`config.mk`:
```
export PLATFORM = sky130hd
export DESIGN_NAME = wb_master_cmd
export DESIGN_NICKNAME = d
export VERILOG_FILES = /design/src/rtl/pwm_wb_pkg.sv /design/src/rtl/wb_timeout_cnt.sv /design/src/rtl/wb_master_cmd.sv
export SDC_FILE = /design/constraint.sdc
export NUM_CORES = 1
export LEC_CHECK = 0
export ABC_AREA = 1
export CELL_PAD_IN_SITES_DETAIL_PLACEMENT = 0
export CELL_PAD_IN_SITES_GLOBAL_PLACEMENT = 1
export CORE_ASPECT_RATIO = 0.9
export CORE_UTILIZATION = 29
export CTS_CLUSTER_SIZE = 16
export DETAILED_ROUTE_END_ITERATION = 8
export HOLD_SLACK_MARGIN = 0.08
export PLACE_DENSITY_LB_ADDON = 0.25
export SETUP_SLACK_MARGIN = 0.1
export SYNTH_ARGS = -nofsm -noshare
export SYNTH_HDL_FRONTEND = slang
export SYNTH_SLANG_ARGS = --single-unit
export TNS_END_PERCENT = 5
```
`constraint.sdc`:
```
create_clock -name i_wb_clk -period 1.65 [get_ports i_wb_clk]
set_clock_uncertainty 0.1 [all_clocks]
set_input_delay 0.33 -clock i_wb_clk [delete_from_list [all_inputs] [get_ports i_wb_clk]]
set_output_delay 0.33 -clock i_wb_clk [all_outputs]
set_load 0.05 [all_outputs]
```
`src/rtl/pwm_wb_pkg.sv`:
```
// Shared definitions for the PWM timer Wishbone host path: bus FSM states,
// register-file map and default bus widths.
package pwm_wb_pkg;

  localparam int WB_DATA_W = 16;
  localparam int WB_ADR_W  = 16;

  // Register file: 3 channels, 4 words each, channel base = 4*ch
  localparam int NUM_CH    = 3;
  localparam int CH_STRIDE = 4;

  localparam logic [1:0] REG_CTRL    = 2'd0;
  localparam logic [1:0] REG_PERIOD  = 2'd1;
  localparam logic [1:0] REG_DIVISOR = 2'd2;
  localparam logic [1:0] REG_DC      = 2'd3;

  typedef enum logic [1:0] {
    ST_IDLE = 2'd0,
    ST_BUS  = 2'd1,
    ST_RSP  = 2'd2
  } wb_state_e;

  function automatic logic [WB_ADR_W-1:0] reg_adr(input int unsigned ch,
                                                  input logic [1:0]  off);
    return WB_ADR_W'(ch * CH_STRIDE) + WB_ADR_W'(off);
  endfunction

endpackage

```
`src/rtl/wb_timeout_cnt.sv`:
```
// Cycle counter for an outstanding strobe; flags expiry when it reaches TIMEOUT-1.
module wb_timeout_cnt #(
  parameter int TIMEOUT = 16,
  parameter int TO_W    = 8
) (
  input  logic i_clk,
  input  logic i_rst,
  input  logic i_clr,
  input  logic i_en,
  output logic o_expired
);

  logic [TO_W-1:0] r_cnt;

  always_ff @(posedge i_clk) begin
    if (i_rst || i_clr) begin
      r_cnt <= '0;
    end else if (i_en) begin
      r_cnt <= r_cnt + TO_W'(1);
    end
  end

  assign o_expired = (r_cnt == TO_W'(TIMEOUT - 1));

endmodule

```
`src/rtl/wb_master_cmd.sv`:
```
// Wishbone classic single-transfer initiator: one command in, one bus cycle out,
// one response back (read data or timeout error). At most one transfer in flight.
module wb_master_cmd
  import pwm_wb_pkg::*;
#(
  parameter int DATA_WIDTH = WB_DATA_W,
  parameter int ADR_WIDTH  = WB_ADR_W,
  parameter int TIMEOUT    = 16,
  parameter int TO_W       = 8
) (
  input  logic                  i_wb_clk,
  input  logic                  i_wb_rst,
  input  logic                  i_cmd_valid,
  output logic                  o_cmd_ready,
  input  logic                  i_cmd_we,
  input  logic [ADR_WIDTH-1:0]  i_cmd_adr,
  input  logic [DATA_WIDTH-1:0] i_cmd_data,
  output logic                  o_rsp_valid,
  input  logic                  i_rsp_ready,
  output logic [DATA_WIDTH-1:0] o_rsp_data,
  output logic                  o_rsp_err,
  output logic                  o_wb_cyc,
  output logic                  o_wb_stb,
  output logic                  o_wb_we,
  output logic [ADR_WIDTH-1:0]  o_wb_adr,
  output logic [DATA_WIDTH-1:0] o_wb_data,
  input  logic                  i_wb_ack,
  input  logic [DATA_WIDTH-1:0] i_wb_data
);

  wb_state_e             r_state,     w_state_nxt;
  logic                  r_cmd_ready, w_cmd_ready_nxt;
  logic                  r_cyc,       w_cyc_nxt;
  logic                  r_we,        w_we_nxt;
  logic [ADR_WIDTH-1:0]  r_adr,       w_adr_nxt;
  logic [DATA_WIDTH-1:0] r_wdata,     w_wdata_nxt;
  logic                  r_rsp_valid, w_rsp_valid_nxt;
  logic [DATA_WIDTH-1:0] r_rsp_data,  w_rsp_data_nxt;
  logic                  r_rsp_err,   w_rsp_err_nxt;
  logic                  w_cnt_clr;
  logic                  w_cnt_en;
  logic                  w_expired;

  wb_timeout_cnt #(
    .TIMEOUT (TIMEOUT),
    .TO_W    (TO_W)
  ) u_timeout (
    .i_clk     (i_wb_clk),
    .i_rst     (i_wb_rst),
    .i_clr     (w_cnt_clr),
    .i_en      (w_cnt_en),
    .o_expired (w_expired)
  );

  // NOTE: non-blocking assignments so every register samples pre-edge values.
  always_ff @(posedge i_wb_clk) begin
    if (i_wb_rst) begin
      r_state     <= ST_IDLE;
      r_cmd_ready <= 1'b0;
      r_cyc       <= 1'b0;
      r_we        <= 1'b0;
      r_adr       <= '0;
      r_wdata     <= '0;
      r_rsp_valid <= 1'b0;
      r_rsp_data  <= '0;
      r_rsp_err   <= 1'b0;
    end else begin
      r_state     <= w_state_nxt;
      r_cmd_ready <= w_cmd_ready_nxt;
      r_cyc       <= w_cyc_nxt;
      r_we        <= w_we_nxt;
      r_adr       <= w_adr_nxt;
      r_wdata     <= w_wdata_nxt;
      r_rsp_valid <= w_rsp_valid_nxt;
      r_rsp_data  <= w_rsp_data_nxt;
      r_rsp_err   <= w_rsp_err_nxt;
    end
  end

  // NOTE: every signal gets a default first so no path infers a latch.
  always_comb begin
    w_state_nxt     = r_state;
    w_cmd_ready_nxt = 1'b0;
    w_cyc_nxt       = r_cyc;
    w_we_nxt        = r_we;
    w_adr_nxt       = r_adr;
    w_wdata_nxt     = r_wdata;
    w_rsp_valid_nxt = r_rsp_valid;
    w_rsp_data_nxt  = r_rsp_data;
    w_rsp_err_nxt   = r_rsp_err;
    w_cnt_clr       = 1'b0;
    w_cnt_en        = 1'b0;

    unique case (r_state)
      ST_IDLE: begin
        // Ready is registered, so it rises one cycle after re-entering IDLE.
        w_cmd_ready_nxt = 1'b1;
        if (r_cmd_ready && i_cmd_valid) begin
          w_cmd_ready_nxt = 1'b0;
          w_cyc_nxt       = 1'b1;
          w_we_nxt        = i_cmd_we;
          w_adr_nxt       = i_cmd_adr;
          w_wdata_nxt     = i_cmd_data;
          w_cnt_clr       = 1'b1;
          w_state_nxt     = ST_BUS;
        end
      end
      ST_BUS: begin
        w_cnt_en = 1'b1;
        if (i_wb_ack) begin
          w_cyc_nxt       = 1'b0;
          w_rsp_valid_nxt = 1'b1;
          w_rsp_data_nxt  = r_we ? '0 : i_wb_data;
          w_rsp_err_nxt   = 1'b0;
          w_state_nxt     = ST_RSP;
        end else if (w_expired) begin
          w_cyc_nxt       = 1'b0;
          w_rsp_valid_nxt = 1'b1;
          w_rsp_data_nxt  = '0;
          w_rsp_err_nxt   = 1'b1;
          w_state_nxt     = ST_RSP;
        end
      end
      ST_RSP: begin
        if (i_rsp_ready) begin
          w_rsp_valid_nxt = 1'b0;
          w_state_nxt     = ST_IDLE;
        end
      end
      default: w_state_nxt = ST_IDLE;
    endcase
  end

  assign o_cmd_ready = r_cmd_ready;
  assign o_wb_cyc    = r_cyc;
  assign o_wb_stb    = r_cyc;
  assign o_wb_we     = r_we;
  assign o_wb_adr    = r_adr;
  assign o_wb_data   = r_wdata;
  assign o_rsp_valid = r_rsp_valid;
  assign o_rsp_data  = r_rsp_data;
  assign o_rsp_err   = r_rsp_err;

endmodule
```
==> flow_summary.toml <==
[cells_and_area]
fillCellCount = 732
nNetsFinal = 480
layout-drive-gt1-share_pct = 23.3
final-instance-count-excl-fill = 524
seq_area_um2 = 1270
multi_input_comb_area_um2 = 1000
num_antenna_cells = 0
area_delta_synth_final_pct = 82.6

[floorplan]
floorplan.die_area_um2 = 8880
fp.coreArea_um2 = 8150
top_level_ports = 108
floorplan_die_height_um = 89.5
start_util_pct = 30.3
floorplan.die.width_um = 99.2
core.rowCount = 31

[logic_synthesis]
synth_seq_area_share_pct = 51.1
yosys.cell_types.count = 25
synth_area_um2 = 2470
netlist_top_cells_area = "sky130_fd_sc_hd__dfxtp_1 51%, sky130_fd_sc_hd__a21oi_1 11%, sky130_fd_sc_hd__o21ai_0 7.3%"
synth_compound_gate_area_share_pct = 19.6
synth_top_flop_cell = "sky130_fd_sc_hd__dfxtp_1"
synthesis.area_per_instance_um2 = 8.01
post-synth-top-area-fraction_pct = 51.1
synthSimpleGateAreaFrac_pct = 14.8
synth_enable_flop_cells = 0
synthArstFlopShare_pct = 0
synth_fa_ha_area_share_pct = 3.04
netlist_instances = 308
synth_xor_area_share_pct = 0.710
netlist.top_cell.by_area = "sky130_fd_sc_hd__dfxtp_1"
synth_fp_nets = 368
post_synth_mux_area_share_pct = 0.406
synth_top_family_by_area = "compound AO/OA/AOI/OAI gates"
yosys_warnings = 0
synth.ff_latch_count = 63

[placement]
place.detailed.hpwl_um = 4690
io_buffer_count = 107
placed_cells_incl_taps = 507
gp_congestion = 0.719

[run]
cap_viol_max_count = 0

[detailed_routing]
final_antenna_net_count = 0
drc = 0
detailroute.via_count = 2427
wl_um = 6700
drt_pass1_iterations = 4
drt_iter0_markers = 56
route.detailed.vias_per_inst = 4.63
wire_per_inst_um = 12.8

[global_route]
grt_first_pass_wirelength_um = 9630
global_route.overflow_total = 0
globalRouteTotalUtil_pct = 14.1
antenna_violations_before_repair = 0
grt_start_max_net_pins = 68
via_count_of_the_first_global_routing_pass = 2059

[setup_path]
path_max_fanout = 17
sequence_of_cells_on_the_critical_path = "ha_2 -> nand3_2 -> o21ai_2 -> nand2_2 -> buf_12 -> nand2_1 -> a21oi_1"
setup_crit_start_kind = "register"
arrival_ps = 1570
cpLargestDelayFamily = "flip-flops"
timing.critical_path.slowest_stage_cell = "sky130_fd_sc_hd__dfxtp_1"
crit_type = "register to register"
timing.critical_path.required_ps = 1760
cp_num_buf_inv = 1
timing.critical_path.slowest_cell_delay_ps = 350
critical_path.endpoint_type = "register"

[power]
cellPowerDensity_nw_per_um2 = 1420
power_mw = 6.39
p_leak_nw = 1.70
vdd.ir_drop.worst_uv = 590

[sta]
relSlewSlack_pct = 67.2
hold_slack_ps = 346
number_of_endpoints_with_negative_hold_slack_in_the_final_report = 0
report.final.setup_viol = 0
min_period_over_period_pct = 88.1
max_freq_mhz = 688
drv_slew = 0
worst_slew_pin_slew_ps = 489
final_period_minus_worst_setup_slack_ps = 1450
rsz0062_at_grt = "true"

[clock_tree]
cts_hold_repair.buffers = 0
clock_insertion_delay_worst_skew_ps = 330
postCtsSetupBuffers = 0
tritoncts = "yes"
htreeDepth = 3
cts_root_buffer = "sky130_fd_sc_hd__clkbuf_8"
cts.clk_slew.worst_paths_ps = 60
cts-root-to-sink-buffers = 2
inserted_clock_buffers = 9
cts_sinks = 63

[run_status]
run_status = "finished, final reports clean"

[hold_path]
worst_hold_class = "register to register"
[flip-flops by register name, summed over array words and instances, names as in the netlist]
register / cells
o_cmd_ready: 1
o_rsp_err: 1
u_timeout.r_cnt: 8
o_rsp_data: 16
r_state: 2
o_wb_we: 1
o_rsp_valid: 1
o_wb_data: 16
o_wb_cyc: 1
o_wb_adr: 16
[report_power, final]
| group | internal, mW | total, mW | switching [mW] | leakage, nW |
|---|---|---|---|---|
| registers | 1.80 | 2.08 | 0.284 | 0.514 |
| logic | 1.36 | 2.89 | 1.53 | 1.08 |
| clock network | 0.848 | 1.41 | 0.565 | 0.104 |
| total | 4.01 | 6.39 | 2.38 | 1.70 |
[per-layer routing]
layer,wire length [µm],global-route usage [%]
met5,0,0
met4,80,4.28
met3,551,7.51
met2,3250,22.9
met1,2820,16.3
[cells by family after synthesis]
family	after synthesis
AOI/OAI and AO/OA	95
DFF	63
adders and majority gates	6
buffers and inverters	61
muxes	1
xor gates and xnor gates	2
and+or+nand+nor	80
[synth_stat cells (2+ instances only)]
master	number
sky130_fd_sc_hd__o21ai_0	36
sky130_fd_sc_hd__nand2_1	35
sky130_fd_sc_hd__a21oi_1	56
sky130_fd_sc_hd__buf_2	7
sky130_fd_sc_hd__nand3_1	5
sky130_fd_sc_hd__o21bai_1	2
sky130_fd_sc_hd__or2_2	2
sky130_fd_sc_hd__ha_1	6
sky130_fd_sc_hd__buf_4	2
sky130_fd_sc_hd__inv_1	40
sky130_fd_sc_hd__nor2_1	17
sky130_fd_sc_hd__clkbuf_1	9
sky130_fd_sc_hd__dfxtp_1	63
sky130_fd_sc_hd__nand4_1	17
[stage by stage]
stage / setup TNS, ps / instance area, µm² / setup WS (ps) / utilization, %
global route: 0 / 4500 / 71.4 / 55.3
detailed placement: -44.4 / 4220 / -20.9 / 51.8
CTS: 0 / 4430 / 98.3 / 54.3
finish: 0 / 4500 / 196 / 55.3
global placement: 0 / 4220 / 19.9 / 51.8
floorplan: 0 / 2470 / 136 / -
[cell usage in the layout, fill, tap and decap left out, types with 2 or more instances in the layout]
cell / n
sky130_fd_sc_hd__dfxtp_1: 61
sky130_fd_sc_hd__a21oi_1: 56
sky130_fd_sc_hd__buf_12: 55
sky130_fd_sc_hd__clkdlybuf4s50_1: 53
sky130_fd_sc_hd__inv_1: 38
sky130_fd_sc_hd__o21ai_0: 36
sky130_fd_sc_hd__nand2_1: 34
sky130_fd_sc_hd__nand4_1: 17
sky130_fd_sc_hd__nor2_1: 16
sky130_fd_sc_hd__buf_4: 12
sky130_fd_sc_hd__clkbuf_8: 9
sky130_fd_sc_hd__nand3_1: 3
sky130_fd_sc_hd__ha_1: 3
sky130_fd_sc_hd__clkbuf_1: 3
sky130_fd_sc_hd__nand2_2: 2
sky130_fd_sc_hd__nor2_2: 2
sky130_fd_sc_hd__ha_2: 2
sky130_fd_sc_hd__clkinv_2: 2
sky130_fd_sc_hd__bufinv_16: 2
[path summary, 6_finish.rpt]
| check | start | endpoint | slack (ps) | cells past startpoint |
|---|---|---|---|---|
| max | u_timeout.r_cnt[1] | o_rsp_data[13] | 200 | 7 |
| min reg2reg | o_wb_adr[8] | o_wb_adr[8] | 350 | 2 |
| min | o_wb_adr[8] | o_wb_adr[8] | 350 | 2 |
| max reg2reg | u_timeout.r_cnt[1] | o_rsp_data[13] | 200 | 7 |
[final cells by class]
cell class | count | share of cell area, %
Timing Repair Buffer | 121 | 38.8
Inverter | 41 | 3.47
Clock buffer | 12 | 3.00
Sequential cell | 63 | 28.1
Clock inverter | 4 | 1.56
Multi-Input combinational cell | 184 | 22.3
Tap cell | 99 | 2.75
[what timing repair did]
action                     CTS  global route
gates resized for setup      1            16
pin swaps                    1             1
setup endpoints to repair    4            57
gates cloned                 0             1
[worst min-delay path: cells and delay by family (launching register included)]
| kind | cells | cell delay (ps) |
|---|---|---|
| AO/OA/AOI/OAI | 1 | 50 |
| buffers and inverters | 1 | 50 |
| flip-flops | 1 | 310 |
Power figures use the tool's default switching activity.
==> edit 1 (config.mk and constraints unchanged) <==
`TO_W` is set to 8 in 2 places; all go to 6.
--- a/src/rtl/wb_timeout_cnt.sv
+++ b/src/rtl/wb_timeout_cnt.sv
@@ -2,5 +2,5 @@
 module wb_timeout_cnt #(
   parameter int TIMEOUT = 16,
-  parameter int TO_W    = 8
+  parameter int TO_W    = 6
 ) (
   input  logic i_clk,
--- a/src/rtl/wb_master_cmd.sv
+++ b/src/rtl/wb_master_cmd.sv
@@ -7,5 +7,5 @@
   parameter int ADR_WIDTH  = WB_ADR_W,
   parameter int TIMEOUT    = 16,
-  parameter int TO_W       = 8
+  parameter int TO_W       = 6
 ) (
   input  logic                  i_wb_clk,
Behaviour: same outputs for any inputs over 10 cycles, from zero or initial values and one cycle with i_wb_rst high; that may be too few to reach the edited logic, so the function may still have changed.
==> edit 1 against the original RTL <==
Routed wire length fell by 1.9%; area after synthesis about the same; sequential cell count fell by 2; worst setup slack improved by 4.3 ps; final area shrank 0.28%; power is 8.1% higher; sequential share of layout area decreased by 0.87 points; global-route usage is 0.88 points higher; die area about the same; highest routed layer unchanged.
==> edit 1: results (changes against the original RTL) <==
.. list-table::
   :header-rows: 1

   * - Metric
     - Value
   * - Leading post-synthesis cells by cell area
     - sky130_fd_sc_hd__dfxtp_1 (50%), sky130_fd_sc_hd__nor2_1 (14%), sky130_fd_sc_hd__nand2_1 (11%), sky130_fd_sc_hd__o21ai_0 (6.9%), sky130_fd_sc_hd__nor2_2 (5.1%)
   * - Total number of vias
     - 2,375 (-2.1%)
   * - Top Family by Delay on Critical Path
     - buffers and inverters
   * - Count of routing violations after the opening detailed-route iteration
     - 97 (+73%)
   * - Share of final-layout standard cells stronger than drive strength 1
     - 0.2539 (+0.02096)
   * - Leakage dissipation
     - 1.879 nW (+11%)
   * - Number of cells on the worst reg-to-reg path
     - 8 (+1)
   * - Final HPWL DP
     - 4522 um (-3.5%)
   * - Tightest Pin Transition
     - 258.9 ps (-230.2 ps)
   * - Nets
     - 504 (+5.0%)
   * - Final Wtd Congestion
     - 0.7312 (+1.7%)
   * - Placement-stage cell area
     - 4199 um^2 (-0.45%)
   * - Commonest cells post-synth
     - sky130_fd_sc_hd__nor2_1 (93), sky130_fd_sc_hd__nand2_1 (69), sky130_fd_sc_hd__dfxtp_1 (61)
   * - Global-route wire length before repair
     - 10,220 um (+6.2%)
   * - Post-Place Setup Slack
     - -64.42 ps (-43.52 ps)
   * - Largest net degree at the start of global routing
     - 53 (-22%)
   * - Length of routed met3 wiring
     - 529 um (-4.0%)
   * - FMAX
     - 689.8 MHz (+0.30%)
   * - Non-filler cells, final
     - 548 (+4.6%)
   * - CP max FO
     - 33 (+16)
   * - Vias in the first global route
     - 2,228 (+8.2%)
   * - Startpoint of the worst register-to-register path
     - r_state[0]$_SDFFE_PP0P_
   * - Outcome
     - completed
   * - Slowest CP cell
     - sky130_fd_sc_hd__dfxtp_2
   * - Worst vdd rail ir drop
     - 0.6629 mV (+12%)
[edit 1: changes by cell type in the layout (fill, tap and decap cells not counted), sizes merged, moves of 17 or more]
cell   before  now
nor2       18  114
a21oi      56    4
nand2      36   71
inv        40   11
nand4      17    0
[edit 1: worst min path at each step]
stage / startpoint / end
2_1_floorplan: i_wb_rst / o_cmd_ready$_SDFF_PP0_
3_3_place_gp: o_rsp_data[13]$_SDFFE_PP0P_ / o_rsp_data[13]$_SDFFE_PP0P_
3_5_place_dp: u_timeout.r_cnt[1]$_SDFFE_PP0N_ / u_timeout.r_cnt[1]$_SDFFE_PP0N_
4_1_cts: u_timeout.r_cnt[1]$_SDFFE_PP0N_ / u_timeout.r_cnt[1]$_SDFFE_PP0N_
5_1_grt: u_timeout.r_cnt[1]$_SDFFE_PP0N_ / u_timeout.r_cnt[1]$_SDFFE_PP0N_
6_report: o_rsp_data[13]$_SDFFE_PP0P_ / o_rsp_data[13]$_SDFFE_PP0P_
[edit 1: logic make-up after synthesis]
kind of cell | Yosys count | share of synthesized area
AND/OR/NAND/NOR | 196 | 0.3330
AO/OA/AOI/OAI | 38 | 0.07716
XOR/XNOR | 1 | 0.003554
buffers and inverters | 29 | 0.06041
flip-flops | 61 | 0.4954
adder cells (fa/ha/maj) | 6 | 0.03046
[edit 1: power by group through the flow]
stage / combinational, mW / sequential, mW / clock, mW
finish: 3.28 / 2.10 / 1.53
global route: 3.49 / 2.14 / 1.64
CTS: 3.23 / 2.09 / 1.58
detailed placement: 3.21 / 2.12 / 0
global placement: 3.19 / 2.11 / 0
floorplan: 0.870 / 2.87 / 0
[edit 1: routing by layer]
layer,vias to the layer above,global-route usage
met4,0,0.06417
met5,-,0
met2,68,0.2384
li1,1253,-
met1,1045,0.1747
met3,9,0.07193
[edit 1: per-stage QoR]
step,TNS (ps),utilization
floorplan,0,-
finish,0,0.5513
detailed placement,-1658,0.5155
global placement,-865.5,0.5155
CTS,0,0.5452
global route,0,0.5513
[edit 1: cell type report]
cell class	count	area [um^2]	share of cell area
Inverter	13	62.56	0.01393
Timing Repair Buffer	117	1715	0.3820
Tap cell	99	123.9	0.02758
Clock inverter	5	82.58	0.01839
Timing Repair inverter	1	11.26	0.002508
Sequential cell	61	1224	0.2725
Clock buffer	11	151.4	0.03371
Multi-Input combinational cell	241	1120	0.2494
[edit 1: tightest hold or removal path: cells and delay by family, from the launching register on]
kind,cells,cell delay (ps)
DFF,1,320
and+or+nand+nor,2,150
[edit 1: repair_timing]
| item | in CTS | in global routing |
|---|---|---|
| gates resized for setup | 3 | 11 |
| pin swaps | 0 | 1 |
| endpoints found under the setup margin | 31 | 58 |
| gates cloned | 0 | 1 |
| setup buffers | 0 | 1 |
==> edit 2 (same flow settings) <==
Without the edit above. Take the reset off `r_adr`, `r_wdata` and `r_rsp_data` and load them in a clocked block of their own.
--- a/src/rtl/wb_master_cmd.sv
+++ b/src/rtl/wb_master_cmd.sv
@@ -60,8 +60,5 @@
       r_cyc       <= 1'b0;
       r_we        <= 1'b0;
-      r_adr       <= '0;
-      r_wdata     <= '0;
       r_rsp_valid <= 1'b0;
-      r_rsp_data  <= '0;
       r_rsp_err   <= 1'b0;
     end else begin
@@ -70,10 +67,13 @@
       r_cyc       <= w_cyc_nxt;
       r_we        <= w_we_nxt;
-      r_adr       <= w_adr_nxt;
-      r_wdata     <= w_wdata_nxt;
       r_rsp_valid <= w_rsp_valid_nxt;
-      r_rsp_data  <= w_rsp_data_nxt;
       r_rsp_err   <= w_rsp_err_nxt;
     end
+  end
+
+  always_ff @(posedge i_wb_clk) begin
+    r_adr      <= w_adr_nxt;
+    r_wdata    <= w_wdata_nxt;
+    r_rsp_data <= w_rsp_data_nxt;
   end
 
Formal check against the unedited RTL: differs if i_wb_rst is asserted again (counterexample within 4 cycles, from zero or initial values and one cycle with i_wb_rst high); with i_wb_rst held inactive, the same outputs for 10 cycles.
==> edit 2 against the original RTL <==
Sequential cell count stayed put; worst setup slack worse by 88 ps; final area is 12% lower; maximum frequency is 5.7% lower; area after synthesis is 4.5% lower; routed wire length is 23% lower; power is 20% lower; sequential power is 2% higher; critical path type unchanged; largest cell class is now registers; largest power group is now sequential cells.
==> edit 2: results (changes against the original RTL) <==
.. list-table::
   :header-rows: 1

   * - Metric
     - Value
   * - Outcome
     - completed
   * - Synthesized netlist cell count
     - 187 (-39%)
   * - Endpoint of the worst register-to-register path
     - o_rsp_data[0]$_SDFFCE_PP0P_
   * - Commonest cells post-synth
     - sky130_fd_sc_hd__edfxtp_1 (48), sky130_fd_sc_hd__inv_1 (33), sky130_fd_sc_hd__nor2_1 (31)
   * - Arrival time of data at the critical path endpoint
     - 1480 ps (-90 ps)
   * - Worst vdd rail ir drop
     - 0.7613 mV (+29%)
   * - Worst min-delay path endpoint
     - u_timeout.r_cnt[1]$_SDFFE_PP0N_
   * - Count of routing violations after the opening detailed-route iteration
     - 36 (-36%)
   * - Global routing usage summed across all routing layers
     - 0.1227 (-0.01847)
   * - Cell count after placement
     - 401 (-21%)
   * - Post-Place Setup Slack
     - -18.09 ps (+2.809 ps)
   * - Highest cell delay on the worst timing path
     - 380 ps (+30 ps)
   * - Largest net degree at the start of global routing
     - 22 (-68%)
   * - Number of cells on the worst reg-to-reg path
     - 6 (-1)
   * - Leading post-synthesis cells by cell area
     - sky130_fd_sc_hd__edfxtp_1 (61%), sky130_fd_sc_hd__dfxtp_1 (13%), sky130_fd_sc_hd__inv_1 (5.3%), sky130_fd_sc_hd__nor2_1 (4.9%), sky130_fd_sc_hd__ha_1 (3.2%)
   * - Wire length after detailed routing
     - 5166 um (-23%)
   * - Global-route wire length before repair
     - 7790 um (-19%)
   * - Number of synthesized flops with an enable pin
     - 48 (+48)
   * - Adder-Cell Fraction of Synth Area
     - 0.03188 (+0.001440)
   * - Post-synthesis share of cell area spent on xor and xnor gates
     - 0.01116 (+0.004055)
   * - Final Wtd Congestion
     - 0.7797 (+8.5%)
   * - Top Family by Delay on Critical Path
     - simple AND/OR/NAND/NOR gates
   * - Worst setup path startpoint
     - u_timeout.r_cnt[0]$_SDFFE_PP0N_
   * - Synth Area in Compound Gates
     - 0.03082 (-0.1655)
   * - Number of fill cells in the layout
     - 670 (-8.5%)
   * - Slowest CP cell
     - sky130_fd_sc_hd__dfxtp_4
   * - Placement-stage cell area
     - 3819 um^2 (-9.5%)
   * - Worst slack on hold paths
     - 393.2 ps (+46.85 ps)
   * - Synth cell types
     - 22 (-12%)
   * - Share of final-layout standard cells stronger than drive strength 1
     - 0.3219 (+0.08893)
   * - Nets
     - 376 (-22%)
   * - Non-filler cells, final
     - 416 (-21%)
   * - Final HPWL DP
     - 4042 um (-14%)
   * - Vias in the first global route
     - 1,572 (-24%)
   * - Final period utilization
     - 0.9348 (+0.05363)
   * - Leakage dissipation
     - 1.617 nW (-4.7%)
   * - Multiplexer share of the synthesized area
     - 0 (-0.004059)
   * - Sequential element share of the synthesized area
     - 0.7396 (+0.2282)
[edit 2: metal layers]
metal	vias up	share of wire	track usage
li1	865	-	-
met1	766	0.42	0.1464
met2	53	0.51	0.1991
met3	11	0.054	0.04254
met4	0	0.021	0.06106
met5	-	0	0
[edit 2: power breakdown]
| group | total [mW] | internal (mW) | switching (mW) |
|---|---|---|---|
| registers | 2.13 | 1.98 | 0.145 |
| clock network | 1.07 | 0.523 | 0.550 |
| logic | 1.90 | 0.817 | 1.09 |
| total | 5.10 | 3.32 | 1.78 |
[edit 2: layout make-up]
| class | instances | area (um^2) | area share |
|---|---|---|---|
| Timing Repair Buffer | 121 | 1304 | 0.3272 |
| Sequential cell | 63 | 1750 | 0.4392 |
| Inverter | 33 | 127.6 | 0.03203 |
| Clock buffer | 10 | 127.6 | 0.03203 |
| Tap cell | 96 | 120.1 | 0.03014 |
| Clock inverter | 5 | 26.28 | 0.006593 |
| Multi-Input combinational cell | 88 | 529.3 | 0.1328 |
